**src/rtl/sequence_controller_if.sv**
```systemverilog
// Handshake bundle between the VeriRISC sequencer and the core datapath.
// Master drives run control and decode inputs; slave returns the strobes.
interface sequence_controller_if #(
  parameter int op_width    = 3,
  parameter int phase_width = 3
);
  logic                   en;
  logic                   resume;
  logic [op_width-1:0]    opcode;
  logic                   zero;
  logic [phase_width-1:0] phase;
  logic                   halted;
  logic                   sel;
  logic                   rd;
  logic                   wr;
  logic                   ld_ir;
  logic                   ld_ac;
  logic                   ld_pc;
  logic                   inc_pc;
  logic                   data_e;
  logic                   halt;

  modport master (
    output en, resume, opcode, zero,
    input  phase, halted, sel, rd, wr,
    input  ld_ir, ld_ac, ld_pc, inc_pc,
    input  data_e, halt
  );

  modport slave (
    input  en, resume, opcode, zero,
    output phase, halted, sel, rd, wr,
    output ld_ir, ld_ac, ld_pc, inc_pc,
    output data_e, halt
  );
endinterface

```
**src/rtl/sequence_controller.sv**
```systemverilog
// VeriRISC instruction sequencer: 8-phase counter, HLT freeze and
// combinational decode of memory strobes and register load controls.
module sequence_controller #(
  parameter int op_width    = 3,
  parameter int phase_width = 3
) (
  input logic                  clk,
  input logic                  rst,
  sequence_controller_if.slave bus
);

  typedef enum logic [phase_width-1:0] {
    INST_ADDR  = 3'd0,
    INST_FETCH = 3'd1,
    INST_LOAD  = 3'd2,
    IDLE       = 3'd3,
    OP_ADDR    = 3'd4,
    OP_FETCH   = 3'd5,
    ALU_OP     = 3'd6,
    STORE      = 3'd7
  } phase_t;

  typedef enum logic [op_width-1:0] {
    I_HLT = 3'd0,
    I_SKZ = 3'd1,
    I_ADD = 3'd2,
    I_AND = 3'd3,
    I_XOR = 3'd4,
    I_LDA = 3'd5,
    I_STO = 3'd6,
    I_JMP = 3'd7
  } op_t;

  phase_t phase_q, phase_d;
  logic   halted_q, halted_d;

  logic is_hlt, is_skz, is_sto, is_jmp, is_alu;

  logic sel, rd, wr, ld_ir, ld_ac;
  logic ld_pc, inc_pc, data_e, halt;

  assign is_hlt = (bus.opcode == I_HLT);
  assign is_skz = (bus.opcode == I_SKZ);
  assign is_sto = (bus.opcode == I_STO);
  assign is_jmp = (bus.opcode == I_JMP);
  assign is_alu = (bus.opcode == I_ADD) ||
                  (bus.opcode == I_AND) ||
                  (bus.opcode == I_XOR) ||
                  (bus.opcode == I_LDA);

  // Phase and halt state register; reset aborts any instruction.
  always_ff @(posedge clk) begin
    if (rst) begin
      phase_q  <= INST_ADDR;
      halted_q <= 1'b0;
    end else begin
      phase_q  <= phase_d;
      halted_q <= halted_d;
    end
  end

  // Next state: halt freezes everything until resume, else en advances.
  always_comb begin
    phase_d  = phase_q;
    halted_d = halted_q;
    if (halted_q) begin
      if (bus.resume && bus.en) begin
        halted_d = 1'b0;
        phase_d  = OP_FETCH;
      end
    end else if (bus.en) begin
      if (phase_q == OP_ADDR && is_hlt) begin
        halted_d = 1'b1;
      end else begin
        phase_d = phase_t'(phase_q + phase_t'(1));
      end
    end
  end

  // Decode strobes from phase, opcode and zero; halted masks all but halt.
  always_comb begin
    sel    = 1'b0;
    rd     = 1'b0;
    wr     = 1'b0;
    ld_ir  = 1'b0;
    ld_ac  = 1'b0;
    ld_pc  = 1'b0;
    inc_pc = 1'b0;
    data_e = 1'b0;
    halt   = 1'b0;
    if (halted_q) begin
      halt = 1'b1;
    end else begin
      unique case (phase_q)
        INST_ADDR: begin
          sel = 1'b1;
        end
        INST_FETCH: begin
          sel = 1'b1;
          rd  = 1'b1;
        end
        INST_LOAD, IDLE: begin
          sel   = 1'b1;
          rd    = 1'b1;
          ld_ir = 1'b1;
        end
        OP_ADDR: begin
          inc_pc = !is_hlt;
          halt   = is_hlt;
        end
        OP_FETCH: begin
          rd = is_alu;
        end
        ALU_OP: begin
          rd     = is_alu;
          inc_pc = is_skz && bus.zero;
          ld_pc  = is_jmp;
          data_e = is_sto;
        end
        STORE: begin
          rd     = is_alu;
          ld_ac  = is_alu;
          ld_pc  = is_jmp;
          wr     = is_sto;
          data_e = is_sto;
        end
      endcase
    end
  end

  assign bus.phase  = phase_q;
  assign bus.halted = halted_q;
  assign bus.sel    = sel;
  assign bus.rd     = rd;
  assign bus.wr     = wr;
  assign bus.ld_ir  = ld_ir;
  assign bus.ld_ac  = ld_ac;
  assign bus.ld_pc  = ld_pc;
  assign bus.inc_pc = inc_pc;
  assign bus.data_e = data_e;
  assign bus.halt   = halt;

endmodule

```
**src/flat_wrapper.sv**
```systemverilog
// flat-port wrapper written by rule: the top's interface ports become plain ports
module sequence_controller_flat 
#(
  parameter int op_width    = 3,
  parameter int phase_width = 3
)
  (clk, rst, bus_en, bus_resume, bus_opcode, bus_zero, bus_phase, bus_halted, bus_sel, bus_rd, bus_wr, bus_ld_ir, bus_ld_ac, bus_ld_pc, bus_inc_pc, bus_data_e, bus_halt);
  sequence_controller_if #(.op_width(op_width), .phase_width(phase_width)) bus_i ();
  input logic clk;
  input logic rst;
  input wire logic [$bits(bus_i.en)-1:0] bus_en;
  input wire logic [$bits(bus_i.resume)-1:0] bus_resume;
  input wire logic [$bits(bus_i.opcode)-1:0] bus_opcode;
  input wire logic [$bits(bus_i.zero)-1:0] bus_zero;
  output wire logic [$bits(bus_i.phase)-1:0] bus_phase;
  output wire logic [$bits(bus_i.halted)-1:0] bus_halted;
  output wire logic [$bits(bus_i.sel)-1:0] bus_sel;
  output wire logic [$bits(bus_i.rd)-1:0] bus_rd;
  output wire logic [$bits(bus_i.wr)-1:0] bus_wr;
  output wire logic [$bits(bus_i.ld_ir)-1:0] bus_ld_ir;
  output wire logic [$bits(bus_i.ld_ac)-1:0] bus_ld_ac;
  output wire logic [$bits(bus_i.ld_pc)-1:0] bus_ld_pc;
  output wire logic [$bits(bus_i.inc_pc)-1:0] bus_inc_pc;
  output wire logic [$bits(bus_i.data_e)-1:0] bus_data_e;
  output wire logic [$bits(bus_i.halt)-1:0] bus_halt;
  assign bus_i.en = bus_en;
  assign bus_i.resume = bus_resume;
  assign bus_i.opcode = bus_opcode;
  assign bus_i.zero = bus_zero;
  assign bus_phase = bus_i.phase;
  assign bus_halted = bus_i.halted;
  assign bus_sel = bus_i.sel;
  assign bus_rd = bus_i.rd;
  assign bus_wr = bus_i.wr;
  assign bus_ld_ir = bus_i.ld_ir;
  assign bus_ld_ac = bus_i.ld_ac;
  assign bus_ld_pc = bus_i.ld_pc;
  assign bus_inc_pc = bus_i.inc_pc;
  assign bus_data_e = bus_i.data_e;
  assign bus_halt = bus_i.halt;
  sequence_controller #(.op_width(op_width), .phase_width(phase_width)) u_core (.clk(clk), .rst(rst), .bus(bus_i));
endmodule
```
**config.mk**
```make
export PLATFORM = sky130hd
export DESIGN_NAME = sequence_controller_flat
export DESIGN_NICKNAME = d
export VERILOG_FILES = /design/src/rtl/sequence_controller_if.sv /design/src/rtl/sequence_controller.sv /design/src/flat_wrapper.sv
export SDC_FILE = /design/constraint.sdc
export NUM_CORES = 1
export LEC_CHECK = 0
export CORE_AREA = 2 2 39 41
export DETAILED_ROUTE_END_ITERATION = 10
export DIE_AREA = 0 0 41 43
export GPL_TIMING_DRIVEN = 0
export PLACE_DENSITY = 0.67
export SETUP_SLACK_MARGIN = 0.05
export SYNTH_ARGS = -nofsm -noshare
export SYNTH_HDL_FRONTEND = slang
export SYNTH_SLANG_ARGS = --single-unit
```
**constraint.sdc**
```tcl
create_clock -name clk -period 1.75 [get_ports clk]
set_clock_uncertainty 0.1 [all_clocks]
set_input_delay 0.2625 -clock clk [delete_from_list [all_inputs] [get_ports clk]]
set_output_delay 0.2625 -clock clk [all_outputs]
set_load 0.05 [all_outputs]
```
; Yosys cells after proc, flatten, opt, wreduce, memory -nomap -nowiden
; Index checks and enable logic that the tools add are counted.
[word_totals]
in_bits = 8
reg_bits = 4
latchBits = 0
elab_cells = 61
romBits = 0
mem_count = 0
ram_bits = 0
output_inout_bits = 13
[op_classes]
div_mod_pow = 0
n_lt_le_gt_ge = 0
eq_ne = 16
n_mul = 0
n_bitwise = 0
reduce_logical = 16
n_shift = 0
add_sub_neg = 1
mux = 26
[op_table]
columns = op, count
row1 = "== test 3 bit, second input constant", 8
row2 = two-way mux 1 bit, 20
row3 = "== test 3 x 2 -> 1 bit, second input constant", 4
row4 = two-way mux 3 bit, 4
row5 = "== test 3 x 1 -> 1 bit, second input constant", 2
row6 = logical NOT 3 bit, 2
row7 = OR reduction 3 bit, 2
row8 = case mux 1 bit (2 select lines), 2
row9 = OR reduction 2 bit, 2
row10 = OR reduction 4 bit, 1
row11 = "adder 3 x 1 -> 3 bit, second input constant", 1
row12 = logical AND 1 bit, 3
row13 = logical OR 1 bit, 3
row14 = AND reduction 3 bit, 1
row15 = "!= test 2 x 1 -> 1 bit, second input constant", 1
row16 = "!= test 2 bit, second input constant", 1
row17 = nonzero test 2 bit, 1
row18 = logical NOT 1 bit, 1

; Longest topological paths before layout
[logic_depth]
ltp_word = 6
mapped_depth = 5
mapped_depth_nobuf = 5

; Least setup slack after synthesis
; OpenSTA, ideal clock, no wires.
[synth_path]
path_type = register -> output
from = reg u_core.phase_q[0] (netlist: u_core.bus.phase[0])
to = out bus_ld_pc
arrival_ps = 2848
required_time_ps = 1387
setup_slack_ps = -1461
path_buffers = 0
path_stages_with_launch = 5
cell_sequence = dfxtp_1 -> ha_1 -> ha_1 -> a21oi_1 -> nor4b_1
[synth_between]
elab_chain_len = 4
elab_cells_between_ends = 5
cone_classes = eq/ne: 2 / mux: 2 / reduce/logical: 1
[synth_lines]
columns = element, line
row1 = "start, declared", sequence_controller.sv:34  ; phase_t phase_q, phase_d;
row2 = "start signal, assigned", sequence_controller.sv:57  ; phase_q <= phase_d;
row3 = == test 3 bit, sequence_controller.sv:94  ; unique case (phase_q)
row4 = OR reduction 2 bit (no line) (*), --
row5 = two-way mux 1 bit (*), sequence_controller.sv:94
row6 = two-way mux 1 bit (*), sequence_controller.sv:91  ; if (halted_q) begin
row7 = "end, declared", flat_wrapper.sv:22  ; output wire logic [$bits(bus_i.ld_pc)-1:0] bus_ld_pc;
; Mark *: on every way between the ends. The rest lies on a longest branch, timed or not.

; Worst setup path after layout
[layout_path]
from = reg u_core.phase_q[1] (netlist: u_core.bus.phase[1])
to = out bus_rd
[layout_between]
elab_chain_len = 4
elab_cells_between_ends = 10
cone_classes = eq/ne: 6 / mux: 2 / reduce/logical: 2
[layout_lines]
columns = element, line
row1 = "== test 3 bit, or another cell as far along", sequence_controller.sv:94
row2 = OR reduction 3 bit (no line), --
row3 = case mux 1 bit (2 select lines) (*), sequence_controller.sv:94
row4 = two-way mux 1 bit (*), sequence_controller.sv:91
row5 = "end, declared", flat_wrapper.sv:18  ; output wire logic [$bits(bus_i.rd)-1:0] bus_rd;
; Marks and branches as above.

==> results.py <==
metrics = {
    "logic_synthesis": {
        "synth_sequential_area_ratio": 0.183,
        "postSynthAreaPerCell_um2": 7.94,
        "synth_fa_ha_area_frac": 0.172,
        "post_synth_instance_area_um2": 437,
        "mapped_nets": 69,
        "synthMuxAreaShare": 0,
        "synthesis.instances": 55,
        "netlist-cell-type-count": 27,
        "synthDominantAreaCellType": "dfxtp_1",
        "synth_top_family_by_area": "simple AND/OR/NAND/NOR gates",
        "synth_xor_area_frac": 0.0201,
        "synth-warning-count": 0,
        "synthesized_area_fraction_occupied_by_and_or_nand_nor_cells": 0.318,
        "synth_top_cells_by_area": "dfxtp_1, ha_1, a21oi_1, nor2_1, nand2_1",
        "synth_top_area_frac": 0.183,
        "synth_compound_area_frac": 0.244,
        "ys_ff_latch": 4,
    },
    "clock_network": {
        "cts_root_buf": "clkbuf_4",
        "h-tree-depth": 1,
        "clock_tree_from_tritoncts": "built",
        "cts_made_buffers": 3,
        "cts.clk_slew.worst_paths_ns": 0.04,
        "cts_sinks": 4,
        "cts_hold_repair.buffers": 0,
        "ctsLongestPathBuffers": 2,
        "clock_insertion_delay_worst_skew_ns": 0.25,
    },
    "timing": {
        "fmax_mhz": 533,
        "relSlewSlack": 0.678,
        "worst-slew-pin-transition_ns": 0.485,
        "setup_viol": 2,
        "finalMaxSlewViolations": 0,
        "min_period_over_period": 1.07,
        "smallest_setup_slack_after_layout_ns": -0.126,
        "post_layout_minimum_cycle_time_ns": 1.88,
        "rsz_0062_raised_after_global_routing": "true",
        "final_hold_viol_count": 0,
        "worst_hold_slack_ns": 0.483,
    },
    "final_layout": {
        "finish.utilization": 0.616,
        "synthToLayoutAreaGrowth_pct": 95.1,
        "antenna-diode-count": 0,
        "finalNetCount": 99,
        "post_route_cells_drive_above_1_share": 0.536,
    },
    "floorplanning": {
        "floorplan.initialDensity": 0.316,
        "die-height_um": 43,
        "chipWidth_um": 41,
        "placeableCoreArea_um2": 1380,
        "placementRows": 14,
        "io_pins": 21,
        "floorplan.die_area_um2": 1760,
    },
    "run_status": {
        "failed_checks": "setup timing",
        "outcome": "finished, violations left",
    },
    "power": {
        "power_frac_clock": 0.296,
        "pwr_cell_area_nw_per_um2": 526,
        "switching_share": 0.405,
        "p_seq_frac": 0.243,
        "vdd_drop_max_uv": 343,
        "power_switching_mw": 0.181,
        "leakagePower_nw": 0.347,
        "cellInternalPower_mw": 0.267,
        "power_frac_comb": 0.461,
    },
    "worst_setup_path": {
        "critical_path.startpoint": "u_core.bus.phase[1]",
        "worstPathArrival_ns": 1.51,
        "setup.reg_to_reg.worst_slack_ns": 0.27,
        "rr_endpoint": "u_core.bus.phase[1]",
        "crit_fanout": 5,
        "startpoint_type": "register",
        "critical_path_class": "register to primary output",
        "cp-endpoint": "bus_rd",
        "depth_of_the_worst_register_to_register_path": 5,
        "regToRegStartpoint": "u_core.bus.phase[0]",
        "worst-endpoint-required_ns": 1.39,
        "endpoint_type_of_the_worst_setup_path": "primary output",
    },
    "drt": {
        "wl_per_cell_um": 12.8,
        "drt_pre_antenna_iters": 4,
        "detail_route.drc_violations": 0,
        "final_antenna_net_count": 0,
        "first_iter_violations": 7,
        "vias": 541,
        "finalWirelength_um": 1280,
        "via_per_inst": 5.41,
    },
    "grt": {
        "first_global_vias": 492,
        "first_pass_grt_wire_length_um": 2110,
        "groute.usage.overall": 0.176,
        "global_route.overflow_total": 0,
        "pin_count_of_the_biggest_net_entering_global_routing": 11,
        "initial_antenna_violation_count": 0,
    },
    "place": {
        "placement.io_buffers": 20,
        "detailedPlacementHpwl_um": 861,
        "gpl.final_weighted_congestion": 0.746,
        "dpl_worst_slack_ns": -0.907,
    },
    "worst_hold_path": {
        "hp-class": "register to register",
        "holdCritStartpoint": "u_core.bus.phase[1]",
    },
    "run": {
        "cap_violations": 0,
    },
}
==> logic make-up (layout without fill, tap and decap cells) <==
| group | after synthesis | in the layout |
|---|---|---|
| AOI/OAI and AO/OA | 14 | 14 |
| xor gates and xnor gates | 1 | 1 |
| adders and majority gates | 6 | 6 |
| buffers and inverters | 6 | 35 |
| DFF | 4 | 4 |
| and+or+nand+nor | 24 | 24 |
==> power by group through the flow <==
stage | clock network, mW | registers [mW] | logic [mW]
4_1_cts | 0.136 | 0.109 | 0.205
2_1_floorplan | 0 | 0.127 | 0.108
3_5_place_dp | 0 | 0.109 | 0.190
5_1_grt | 0.142 | 0.111 | 0.221
3_3_place_gp | 0 | 0.109 | 0.191
6_report | 0.132 | 0.109 | 0.207
==> final cells by class <==
| class | count | area, um^2 |
|---|---|---|
| Sequential cell | 4 | 91.3 |
| Multi-Input combinational cell | 45 | 458 |
| Clock buffer | 4 | 26.3 |
| Fill cell | 134 | 532 |
| Inverter | 4 | 15.0 |
| Tap cell | 16 | 20.0 |
| Timing Repair Buffer | 25 | 223 |
| Buffer | 2 | 18.8 |
==> layer usage <==
metal,track usage,vias up,share of wire
li1,-,265,-
met2,0.291,20,0.51
met1,0.207,251,0.39
met4,0.100,0,0.024
met3,0.0157,5,0.069
met5,0,-,0
==> metrics by stage <==
step | area (um^2) | instances | power, mW | TNS (ns)
6_report | 852 | 100 | 0.448 | -0.194
5_1_grt | 852 | 100 | 0.474 | -0.511
4_1_cts | 855 | 100 | 0.451 | -0.226
3_5_place_dp | 768 | 91 | 0.299 | -5.88
3_3_place_gp | 768 | 91 | 0.300 | -5.75
2_1_floorplan | 548 | 55 | 0.235 | -0.160
==> critical path, stage by stage (launching register included) <==
cell	delay [ns]
dfxtp_4	0.39
inv_2	0.06
ha_1	0.18
nor2_2	0.10
a21oi_1	0.05
o31a_4	0.34
buf_6	0.15
==> state kept, by name (all words and copies together), names as in the netlist <==
signal / cells
u_core.bus.phase: 3
u_core.bus.halted: 1
==> timing repair <==
action                                  4_1_cts  5_1_grt
gates cloned                                  0        0
pin swaps                                     4        0
endpoints found under the setup margin       13        8
gates resized for setup                      72        2
hold endpoints to repair                      0        0
buffers inserted                              5        0
==> cells in the mapped netlist <==
master     n
a2111oi_2  1
a21o_1     1
a21oi_1    5
a311o_2    1
a311oi_1   2
a31oi_1    2
a41oi_1    1
and3_1     2
and4_1     1
buf_2      1
buf_4      1
dfxtp_1    4
ha_1       6
inv_1      3
inv_2      1
nand2_1    5
nand2b_1   1
nand3_2    1
nand4_1    1
nor2_1     6
nor2b_1    2
nor3_1     2
nor3_4     1
nor4_1     1
nor4b_1    1
o31a_1     1
xnor2_1    1
==> worst min path at each step <==
stage,to,slack [ns],depth (start not counted)
after floorplan,u_core.bus.phase[0],0.22,1
after global placement,u_core.bus.phase[1],0.47,2
after detailed placement,u_core.bus.phase[1],0.47,2
after CTS,u_core.bus.phase[1],0.49,2
after global routing,u_core.bus.phase[1],0.52,2
final,u_core.bus.phase[1],0.48,2
==> cells in the final DEF (no fill, tap or decap), types with 3 or more instances in the layout <==
master	n
buf_4	9
nor2_1	3
nand2_1	4
clkdlybuf4s50_1	4
clkbuf_4	3
inv_2	3
ha_4	3
dlygate4sd2_1	7
a21oi_1	4
nor3_4	3
dfxtp_4	3
nor2_2	3
buf_6	6
No activity file was read; power rests on OpenSTA's default activity.
